===== src/rtl/hazard_fwd_unit_pkg.sv =====
// Shared pipeline-control types: forward-select encodings and the EX/MEM shadow record.
package riscv_pipe_pkg;

    localparam logic [1:0] FWD_RF    = 2'b00;
    localparam logic [1:0] FWD_EXMEM = 2'b01;
    localparam logic [1:0] FWD_MEMWB = 2'b10;

    // rd is stored zero-extended so one shadow layout serves any REG_AW up to this width.
    localparam int unsigned SH_RD_W = 8;

    typedef struct packed {
        logic               valid;
        logic [SH_RD_W-1:0] rd;
        logic               we;
        logic               is_load;
    } shadow_t;

endpackage


===== src/rtl/hazard_fwd_unit_if.sv =====
// ID-stage request and hazard/forward control bundle between the pipeline and the hazard unit.
interface hazard_fwd_unit_if #(
    parameter int unsigned REG_AW = 5,
    parameter int unsigned CNT_W  = 16
);
    logic              id_valid;
    logic [REG_AW-1:0] id_rs1;
    logic [REG_AW-1:0] id_rs2;
    logic              id_use_rs1;
    logic              id_use_rs2;
    logic [REG_AW-1:0] id_rd;
    logic              id_we;
    logic              id_is_load;
    logic              ex_branch_taken;

    logic              stall_if;
    logic              bubble_ex;
    logic              flush_ifid;
    logic [1:0]        fwd_a;
    logic [1:0]        fwd_b;
    logic [CNT_W-1:0]  stall_cnt;
    logic [CNT_W-1:0]  flush_cnt;

    modport master (
        output id_valid, id_rs1, id_rs2, id_use_rs1, id_use_rs2,
               id_rd, id_we, id_is_load, ex_branch_taken,
        input  stall_if, bubble_ex, flush_ifid, fwd_a, fwd_b, stall_cnt, flush_cnt
    );

    modport slave (
        input  id_valid, id_rs1, id_rs2, id_use_rs1, id_use_rs2,
               id_rd, id_we, id_is_load, ex_branch_taken,
        output stall_if, bubble_ex, flush_ifid, fwd_a, fwd_b, stall_cnt, flush_cnt
    );

endinterface


===== src/rtl/hazard_fwd_unit_fwd_select.sv =====
// Compares one ID source register against the EX and MEM shadows.
module fwd_select
    import riscv_pipe_pkg::*;
#(
    parameter int unsigned REG_AW = 5
) (
    input  logic              id_valid,
    input  logic              use_rs,
    input  logic [REG_AW-1:0] rs,
    input  shadow_t           sh_ex,
    input  shadow_t           sh_mem,
    output logic              match_ex,
    output logic              match_mem,
    output logic              load_ex
);

    logic [SH_RD_W-1:0] rs_ext;
    logic               src_live;
    logic               unused_mem_load;

    always_comb begin
        rs_ext          = SH_RD_W'(rs);
        src_live        = id_valid && use_rs && (rs != '0);
        match_ex        = src_live && sh_ex.valid && sh_ex.we && (sh_ex.rd == rs_ext);
        match_mem       = src_live && sh_mem.valid && sh_mem.we && (sh_mem.rd == rs_ext);
        load_ex         = match_ex && sh_ex.is_load;
        unused_mem_load = sh_mem.is_load;
    end

endmodule


===== src/rtl/hazard_fwd_unit.sv =====
// Load-use stall, taken-branch flush, registered EX forward selects and saturating event counters.
module hazard_fwd_unit
    import riscv_pipe_pkg::*;
#(
    parameter int unsigned REG_AW     = 5,
    parameter int unsigned LOAD_STALL = 1,
    parameter int unsigned CNT_W      = 16
) (
    input  logic             clk,
    input  logic             reset,
    hazard_fwd_unit_if.slave bus
);

    localparam logic [2:0] STALL_RELOAD = 3'(LOAD_STALL - 1);

    shadow_t          sh_ex;
    shadow_t          sh_mem;
    shadow_t          id_sh;
    logic [2:0]       cnt;
    logic [1:0]       fwd_a_q;
    logic [1:0]       fwd_b_q;
    logic [CNT_W-1:0] stall_cnt_q;
    logic [CNT_W-1:0] flush_cnt_q;

    logic a_ex, a_mem, a_ld;
    logic b_ex, b_mem, b_ld;
    logic lu, tk, stall, bubble;
    logic [1:0] sel_a, sel_b;

    fwd_select #(.REG_AW(REG_AW)) u_sel_a (
        .id_valid  (bus.id_valid),
        .use_rs    (bus.id_use_rs1),
        .rs        (bus.id_rs1),
        .sh_ex     (sh_ex),
        .sh_mem    (sh_mem),
        .match_ex  (a_ex),
        .match_mem (a_mem),
        .load_ex   (a_ld)
    );

    fwd_select #(.REG_AW(REG_AW)) u_sel_b (
        .id_valid  (bus.id_valid),
        .use_rs    (bus.id_use_rs2),
        .rs        (bus.id_rs2),
        .sh_ex     (sh_ex),
        .sh_mem    (sh_mem),
        .match_ex  (b_ex),
        .match_mem (b_mem),
        .load_ex   (b_ld)
    );

    always_comb begin
        lu     = (cnt == '0) && (a_ld || b_ld);
        tk     = bus.ex_branch_taken && sh_ex.valid;
        stall  = !tk && (lu || (cnt != '0));
        bubble = tk || lu || (cnt != '0);

        sel_a = a_ex ? FWD_EXMEM : (a_mem ? FWD_MEMWB : FWD_RF);
        sel_b = b_ex ? FWD_EXMEM : (b_mem ? FWD_MEMWB : FWD_RF);

        id_sh.valid   = bus.id_valid;
        id_sh.rd      = SH_RD_W'(bus.id_rd);
        id_sh.we      = bus.id_we;
        id_sh.is_load = bus.id_is_load;
    end

    always_ff @(posedge clk or posedge reset) begin
        if (reset) begin
            sh_ex       <= '0;
            sh_mem      <= '0;
            cnt         <= '0;
            fwd_a_q     <= FWD_RF;
            fwd_b_q     <= FWD_RF;
            stall_cnt_q <= '0;
            flush_cnt_q <= '0;
        end else begin
            // The back end never stalls, so the shadows advance every cycle.
            sh_mem <= sh_ex;
            sh_ex  <= bubble ? shadow_t'('0) : id_sh;

            // A taken branch makes the stalled ID instruction wrong-path.
            if (tk)
                cnt <= '0;
            else if (lu)
                cnt <= STALL_RELOAD;
            else if (cnt != '0)
                cnt <= cnt - 3'd1;

            fwd_a_q <= bubble ? FWD_RF : sel_a;
            fwd_b_q <= bubble ? FWD_RF : sel_b;

            if (stall && (stall_cnt_q != '1))
                stall_cnt_q <= stall_cnt_q + CNT_W'(1);
            if (tk && (flush_cnt_q != '1))
                flush_cnt_q <= flush_cnt_q + CNT_W'(1);
        end
    end

    assign bus.stall_if   = stall;
    assign bus.bubble_ex  = bubble;
    assign bus.flush_ifid = tk;
    assign bus.fwd_a      = fwd_a_q;
    assign bus.fwd_b      = fwd_b_q;
    assign bus.stall_cnt  = stall_cnt_q;
    assign bus.flush_cnt  = flush_cnt_q;

endmodule

===== src/flat_wrapper.sv =====
// flat-port wrapper written by rule: the top's interface ports become plain ports
module hazard_fwd_unit_flat import riscv_pipe_pkg::*;
#(
    parameter int unsigned REG_AW     = 5,
    parameter int unsigned LOAD_STALL = 1,
    parameter int unsigned CNT_W      = 16
)
  (clk, reset, bus_id_valid, bus_id_rs1, bus_id_rs2, bus_id_use_rs1, bus_id_use_rs2, bus_id_rd, bus_id_we, bus_id_is_load, bus_ex_branch_taken, bus_stall_if, bus_bubble_ex, bus_flush_ifid, bus_fwd_a, bus_fwd_b, bus_stall_cnt, bus_flush_cnt);
  hazard_fwd_unit_if #(.REG_AW(REG_AW), .CNT_W(CNT_W)) bus_i ();
  input  logic clk;
  input  logic reset;
  input wire logic [$bits(bus_i.id_valid)-1:0] bus_id_valid;
  input wire logic [$bits(bus_i.id_rs1)-1:0] bus_id_rs1;
  input wire logic [$bits(bus_i.id_rs2)-1:0] bus_id_rs2;
  input wire logic [$bits(bus_i.id_use_rs1)-1:0] bus_id_use_rs1;
  input wire logic [$bits(bus_i.id_use_rs2)-1:0] bus_id_use_rs2;
  input wire logic [$bits(bus_i.id_rd)-1:0] bus_id_rd;
  input wire logic [$bits(bus_i.id_we)-1:0] bus_id_we;
  input wire logic [$bits(bus_i.id_is_load)-1:0] bus_id_is_load;
  input wire logic [$bits(bus_i.ex_branch_taken)-1:0] bus_ex_branch_taken;
  output wire logic [$bits(bus_i.stall_if)-1:0] bus_stall_if;
  output wire logic [$bits(bus_i.bubble_ex)-1:0] bus_bubble_ex;
  output wire logic [$bits(bus_i.flush_ifid)-1:0] bus_flush_ifid;
  output wire logic [$bits(bus_i.fwd_a)-1:0] bus_fwd_a;
  output wire logic [$bits(bus_i.fwd_b)-1:0] bus_fwd_b;
  output wire logic [$bits(bus_i.stall_cnt)-1:0] bus_stall_cnt;
  output wire logic [$bits(bus_i.flush_cnt)-1:0] bus_flush_cnt;
  assign bus_i.id_valid = bus_id_valid;
  assign bus_i.id_rs1 = bus_id_rs1;
  assign bus_i.id_rs2 = bus_id_rs2;
  assign bus_i.id_use_rs1 = bus_id_use_rs1;
  assign bus_i.id_use_rs2 = bus_id_use_rs2;
  assign bus_i.id_rd = bus_id_rd;
  assign bus_i.id_we = bus_id_we;
  assign bus_i.id_is_load = bus_id_is_load;
  assign bus_i.ex_branch_taken = bus_ex_branch_taken;
  assign bus_stall_if = bus_i.stall_if;
  assign bus_bubble_ex = bus_i.bubble_ex;
  assign bus_flush_ifid = bus_i.flush_ifid;
  assign bus_fwd_a = bus_i.fwd_a;
  assign bus_fwd_b = bus_i.fwd_b;
  assign bus_stall_cnt = bus_i.stall_cnt;
  assign bus_flush_cnt = bus_i.flush_cnt;
  hazard_fwd_unit #(.REG_AW(REG_AW), .LOAD_STALL(LOAD_STALL), .CNT_W(CNT_W)) u_core (.clk(clk), .reset(reset), .bus(bus_i));
endmodule

===== config.mk =====
export PLATFORM = sky130hd
export DESIGN_NAME = hazard_fwd_unit_flat
export DESIGN_NICKNAME = d
export VERILOG_FILES = /design/src/rtl/hazard_fwd_unit_pkg.sv /design/src/rtl/hazard_fwd_unit_if.sv /design/src/rtl/hazard_fwd_unit_fwd_select.sv /design/src/rtl/hazard_fwd_unit.sv /design/src/flat_wrapper.sv
export SDC_FILE = /design/constraint.sdc
export NUM_CORES = 1
export LEC_CHECK = 0
export ABC_AREA = 1
export ABC_CLOCK_PERIOD_IN_PS = 2000
export CAP_MARGIN = 10
export CELL_PAD_IN_SITES_DETAIL_PLACEMENT = 1
export CELL_PAD_IN_SITES_GLOBAL_PLACEMENT = 1
export CORE_AREA = 5 5 96 98
export CTS_CLUSTER_SIZE = 24
export DETAILED_ROUTE_END_ITERATION = 10
export DIE_AREA = 0 0 101 103
export GPL_TIMING_DRIVEN = 0
export PLACE_DENSITY_LB_ADDON = 0.1
export SYNTH_ARGS = -nofsm -noshare
export SYNTH_HDL_FRONTEND = slang
export SYNTH_SLANG_ARGS = --single-unit

===== constraint.sdc =====
create_clock -name clk -period 2 [get_ports clk]
set_input_delay 0.4 -clock clk [delete_from_list [all_inputs] [get_ports clk]]
set_output_delay 0.4 -clock clk [all_outputs]
set_load 0.01 [all_outputs]

==> flow_metrics.py, run 1 <==
metrics = {
    "run_status": {
        "status": "complete, but fails checks",
        "failed_checks": "setup timing",
    },
    "clocking": {
        "clk_latency_ns": 0.30,
        "path_clk_slew_ns": 0.10,
        "cts_max_path_buffers": 2,
        "cts_buffers": 5,
        "clock_sinks": 54,
        "cts_tree": "built",
        "clockRootBuffer": "clkbuf_8",
        "htreeDepth": 2,
        "cts_hold_buffers": 0,
    },
    "cells_and_area": {
        "syn_to_final_growth_pct": 30.3,
        "drive_gt1_frac": 0.124,
        "final_area_mm2": 0.00396,
        "fin_nets": 488,
        "layout_common_cells": "nand2_1, dfrtp_1, clkdlybuf4s50_1",
        "utilization": 0.472,
        "n_antenna_cell": 0,
        "final_common_cell": "nand2_1",
    },
    "run": {
        "drv_cap": 0,
    },
    "route": {
        "wirelength_mm": 8.03,
        "ant_nets": 0,
        "route.detailed.drc": 0,
        "first_pass_iters": 4,
        "vias": 2745,
        "via_per_inst": 4.83,
        "drt_iter0_markers": 51,
        "avgRoutedWirePerCell_um": 14.1,
    },
    "sta": {
        "finalCritPeriodShare": 1.05,
        "period_minus_slack_ns": 2.09,
        "slew_headroom": 0.557,
        "worst-slew-pin-transition_ns": 0.664,
        "max_freq_ghz": 0.478,
        "drv_slew": 0,
        "fin_skew_ns": 0.00384,
        "whs_ns": 0.409,
        "finalSetupViolCount": 2,
        "hold_viol": 0,
        "layout_setup_ws_ns": -0.0927,
        "rsz0062_at_grt": "yes",
    },
    "yosys": {
        "syn_inst": 385,
        "yosysUniqueCellTypes": 30,
        "synth_top_area_cell": "dfrtp_1",
        "synth_top_area_share": 0.445,
        "ys_top_cells_by_area": "dfrtp_1, nand2_1, inv_1",
        "avgSynthCellArea_um2": 7.88,
        "ys_ff_latch": 54,
        "synth_area_mm2": 0.00304,
        "syn_nets": 412,
        "ys_warn_count": 0,
        "ys_seq_area_frac": 0.445,
    },
    "global_route": {
        "grt.total_usage": 0.162,
        "grt_pass1_wl_mm": 13.5,
        "grt_pass1_vias": 2855,
        "grt_max_degree": 30,
        "overflow": 0,
        "antenna_found_initial": 0,
    },
    "floorplan": {
        "start_util": 0.362,
        "die_area_mm2": 0.0104,
        "ioPinCount": 62,
        "dieWidth_um": 101,
        "fp.dieH_um": 103,
        "core_mm2": 0.00838,
        "num_rows": 34,
    },
    "critical_path": {
        "end_kind": "primary output",
        "crit_arrival_ns": 1.69,
        "required_ns": 1.60,
        "crit_fanout": 3,
        "cp-start-kind": "input port",
        "r2r_slack_ns": 0.14,
        "critPathKind": "in2out",
    },
    "place": {
        "port_buffers": 61,
        "dp_hpwl_mm": 6.20,
        "gp_congestion": 0.827,
        "placed_cell_area_mm2": 0.00380,
    },
    "min_path": {
        "worstHoldPathType": "reg2reg",
    },
    "power": {
        "p_per_area_mw_per_mm2": 588,
        "ir_drop_mv": 0.415,
        "cellLeakagePower_nw": 1.98,
    },
}
==> synth_stat cells (all sizes together) <==
cell / number
inv: 58
nor3: 9
dfrtp: 54
o21ai: 2
nor3b: 2
a21oi: 7
o21bai: 1
nand3: 26
nand4: 22
nand2: 110
xnor2: 12
clkbuf: 1
a31oi: 1
o2111ai: 2
o22ai: 2
nor4: 2
xor2: 18
buf: 5
ha: 4
nor2: 47
==> metrics by stage <==
stage	setup slack (ns)	cells	setup TNS, ns	power [W]
floorplan	0.269	385	0	0.00148
global placement	-0.944	554	-52.51	0.00171
detailed placement	-0.946	555	-7.13	0.00173
CTS	-0.127	565	-0.229	0.00236
global route	-0.240	568	-1.12	0.00245
finish	-0.0927	568	-0.0945	0.00232
==> worst max-delay path, stage by stage <==
cell and delay, ns:
clkdlybuf4s50_1 0.45, nand2_1 0.06, inv_1 0.08, nand3_1 0.08, nor2_1 0.15, nand3_2 0.15, a31oi_1 0.16, buf_2 0.16
==> area by class of cell <==
cell class	count	area [µm²]
plain buffers	5	50.0
clock buffers	6	82.6
fillers	1032	4420
inverters	58	220
multi-input cells	267	1440
flip-flops and latches	54	1350
well taps	108	135
repair buffers	70	676
==> cell families after synthesis <==
family / Yosys count / synth area share
AOI/OAI and AO/OA: 15 / 0.0293
xor gates and xnor gates: 30 / 0.0866
adders and majority gates: 4 / 0.0165
buffers and inverters: 64 / 0.0907
DFF: 54 / 0.445
and+or+nand+nor: 218 / 0.332
==> state kept, by name, indices dropped and copies added, names as in the netlist <==
register	cells
u_core.sh_mem	7
u_core.bus.flush_cnt	16
u_core.bus.fwd_b	2
u_core.sh_ex	8
u_core.bus.stall_cnt	16
u_core.bus.fwd_a	2
u_core.cnt	3
==> worst paths after layout <==
check,from,endpoint,cells after the start
hold / removal,u_core.sh_ex[1]$_DFF_PP0_,u_core.sh_mem[1]$_DFF_PP0_,0
setup reg to reg,u_core.sh_ex[4]$_DFF_PP0_,u_core.bus.stall_cnt[7]$_DFFE_PP0P_,13
max in group asynchronous,reset,u_core.sh_ex[4]$_DFF_PP0_,3
hold reg to reg,u_core.sh_ex[1]$_DFF_PP0_,u_core.sh_mem[1]$_DFF_PP0_,0
min in group asynchronous,reset,u_core.bus.stall_cnt[3]$_DFFE_PP0P_,2
setup / recovery,bus_id_use_rs1,bus_stall_if,8
==> per-layer routing <==
metal	up-vias	GRT usage	routed length, µm
li1	1363	-	-
met1	1335	0.217	3840
met2	40	0.275	3790
met3	7	0.0298	323
met4	0	0.0368	77
met5	-	0	0
==> where the power goes <==
| group | leakage, nW | internal [W] | switching (W) |
|---|---|---|---|
| Sequential | 0.688 | 0.00117 | 0.0000923 |
| Clock | 0.0431 | 0.000269 | 0.000355 |
| Combinational | 1.25 | 0.000226 | 0.000216 |
| Total | 1.98 | 0.00166 | 0.000664 |
==> what timing repair did <==
action	CTS	global route
pin swaps	4	9
setup buffers	4	4
gates resized for setup	35	4
endpoints found under the setup margin	3	2
Power figures use the tool's default switching activity.
==> run 2, diff against run 1 <==
--- a/config.mk
+++ b/config.mk
@@ -11,11 +11,12 @@
 export CELL_PAD_IN_SITES_DETAIL_PLACEMENT = 1
 export CELL_PAD_IN_SITES_GLOBAL_PLACEMENT = 1
 export CORE_AREA = 5 5 96 98
-export CTS_CLUSTER_SIZE = 24
+export CTS_CLUSTER_SIZE = 28
 export DETAILED_ROUTE_END_ITERATION = 10
 export DIE_AREA = 0 0 101 103
 export GPL_TIMING_DRIVEN = 0
 export PLACE_DENSITY_LB_ADDON = 0.1
+export SLEW_MARGIN = 20
 export SYNTH_ARGS = -nofsm -noshare
 export SYNTH_HDL_FRONTEND = slang
 export SYNTH_SLANG_ARGS = --single-unit
==> run 2 against run 1 <==
Effect of this change: clock skew increased by 0.0073 ns; sequential share of layout area decreased by 0.74 points; via count is 1.1% higher; combinational power about the same; register-to-register slack worse by 0.18 ns; routed wire length rose by 1.6%; critical endpoint is now bus_bubble_ex; worst setup slack lost 0.013 ns; the flow still finishes with violations (setup timing); utilization is 1.0 points higher; critical path type is now reg2out.
==> flow_metrics.py, run 2 (same netlist as run 1, synthesis figures left out) <==
metrics = {
    "floorplan": {
        "num_rows": 34,
        "dieWidth_um": 101,
        "ioPinCount": 62,
        "die_area_mm2": 0.0104,
        "start_util": 0.362,
        "fp.dieH_um": 103,
        "core_mm2": 0.00838,
    },
    "route": {
        "first_pass_iters": 4,
        "drt_iter0_markers": 74,
        "avgRoutedWirePerCell_um": 14.2,
        "ant_nets": 0,
        "vias": 2774,
        "route.detailed.drc": 0,
        "via_per_inst": 4.84,
        "wirelength_mm": 8.16,
    },
    "cells_and_area": {
        "fin_cells": 573,
        "syn_to_final_growth_pct": 33.2,
        "fillers": 1005,
        "fin_nets": 491,
        "layout_common_cells": "nand2_1, dfrtp_1, clkdlybuf4s50_1",
        "drive_gt1_frac": 0.138,
        "final_common_cell": "nand2_1",
        "final_area_mm2": 0.00404,
        "n_antenna_cell": 0,
    },
    "place": {
        "port_buffers": 61,
        "placed_cell_area_mm2": 0.00378,
        "gp_congestion": 0.827,
        "post-place-ws_ns": -0.929,
        "dp_hpwl_mm": 6.05,
        "dp.cells": 554,
    },
    "run": {
        "drv_cap": 0,
    },
    "sta": {
        "drv_slew": 0,
        "finalCritPeriodShare": 1.05,
        "fin_skew_ns": 0.0112,
        "hold_viol": 0,
        "rsz0062_at_grt": "yes",
        "max_freq_ghz": 0.475,
        "layout_setup_ws_ns": -0.106,
        "finalSetupViolCount": 5,
        "slew_headroom": 0.536,
        "period_minus_slack_ns": 2.11,
        "worst-slew-pin-transition_ns": 0.696,
    },
    "critical_path": {
        "worst-r2r-cell-count": 15,
        "crit_fanout": 4,
        "critPathKind": "reg2out",
        "end_kind": "primary output",
        "crit_family": "simple AND/OR/NAND/NOR gates",
        "crit_arrival_ns": 1.71,
        "cp_slowest_cell": "dfrtp_2",
        "timing.rr.start": "u_core.sh_ex[4]$_DFF_PP0_",
        "crit_cells": 10,
        "cp-start-kind": "register",
        "path_cells": "buf_6 -> nand2_4 -> nand2_2 -> nor2_2 -> nand2_1 -> nor2_2 -> nand3_2 -> buf_4 -> nand4_4 -> buf_6",
        "required_ns": 1.60,
        "path_buf_inv": 3,
        "slowest_delay_ns": 0.45,
        "crit_start": "u_core.sh_ex[4]$_DFF_PP0_",
    },
    "power": {
        "ir_drop_mv": 0.400,
        "cellLeakagePower_nw": 2.01,
        "p_per_area_mw_per_mm2": 595,
    },
    "clocking": {
        "cts_hold_buffers": 0,
        "clock_sinks": 54,
        "path_clk_slew_ns": 0.10,
        "cts_max_path_buffers": 2,
        "clk_latency_ns": 0.31,
        "htreeDepth": 2,
        "cts_tree": "built",
        "cts_buffers": 5,
        "clockRootBuffer": "clkbuf_8",
    },
    "global_route": {
        "grt.total_usage": 0.157,
        "grt_pass1_vias": 2776,
        "grt_max_degree": 55,
        "grt_pass1_wl_mm": 13.1,
        "overflow": 0,
        "antenna_found_initial": 0,
    },
    "min_path": {
        "worstHoldPathType": "reg2reg",
        "hp-start": "u_core.sh_ex[1]$_DFF_PP0_",
        "hold_depth": 0,
    },
    "run_status": {
        "status": "complete, but fails checks",
        "failed_checks": "setup timing",
    },
}
==> run 2: cell count changes in the layout (fill, tap and decap cells not counted), sizes merged <==
cell / delta
nand3: +1
clkbuf: +3
buf: +1
==> run 2: metrics by stage <==
stage	hold WS [ns]	util	TNS (ns)	power, W
finish	0.417	0.483	-0.266	0.00241
floorplan	0.374	-	0	0.00148
global placement	0.392	0.451	-52.51	0.00171
CTS	0.415	0.469	-0.222	0.00244
detailed placement	0.392	0.451	-6.61	0.00172
global route	0.460	0.483	-2.42	0.00254
==> run 2: layout make-up <==
class | instances | area, µm² | area share
buffer | 5 | 50.0 | 0.0124
clock buffer | 8 | 110 | 0.0272
inverter | 58 | 223 | 0.0551
multi-input combinational | 268 | 1460 | 0.362
sequential | 54 | 1350 | 0.334
tap | 108 | 135 | 0.0334
timing repair buffer | 72 | 711 | 0.176
==> run 2: path summary, 6_finish.rpt <==
| kind | end | slack (ns) |
|---|---|---|
| max | bus_bubble_ex | -0.11 |
| min | u_core.sh_mem[1]$_DFF_PP0_ | 0.42 |
| max reg2reg | u_core.bus.stall_cnt[7]$_DFFE_PP0P_ | -0.04 |
| min reg2reg | u_core.sh_mem[1]$_DFF_PP0_ | 0.42 |
| max in group asynchronous | u_core.sh_ex[4]$_DFF_PP0_ | 0.94 |
| min in group asynchronous | u_core.bus.stall_cnt[9]$_DFFE_PP0P_ | 0.56 |
==> run 2: worst reg2reg max path: stages (launching register included) <==
cell and delay (ns):
dfrtp_2 0.45, buf_6 0.13, nand2_4 0.05, nand2_2 0.04
nor2_2 0.10, nand2_1 0.07, nor2_2 0.12, nand3_2 0.10
buf_4 0.15, buf_6 0.10, buf_4 0.13, nand3_4 0.16
buf_8 0.15, nand3_1 0.07, nand2_1 0.06, nand2_1 0.05
==> run 2: per-layer routing <==
metal,vias to the layer above,track usage,part of all wire
li1,1375,-,-
met5,-,0,0
met4,0,0.0368,0.0096
met1,1348,0.215,0.48
met2,44,0.262,0.47
met3,7,0.0264,0.036
==> run 2: report_power, final <==
group          internal (W)  total (W)  switching (W)
Clock              0.000351   0.000709       0.000359
Combinational      0.000221   0.000440       0.000219
Sequential          0.00117    0.00126      0.0000917
==> run 2: repair_timing <==
action,CTS,global route
endpoints found under the setup margin,3,19
pin swaps,5,13
gates cloned,0,3
buffers inserted,5,4
resized for setup,32,14
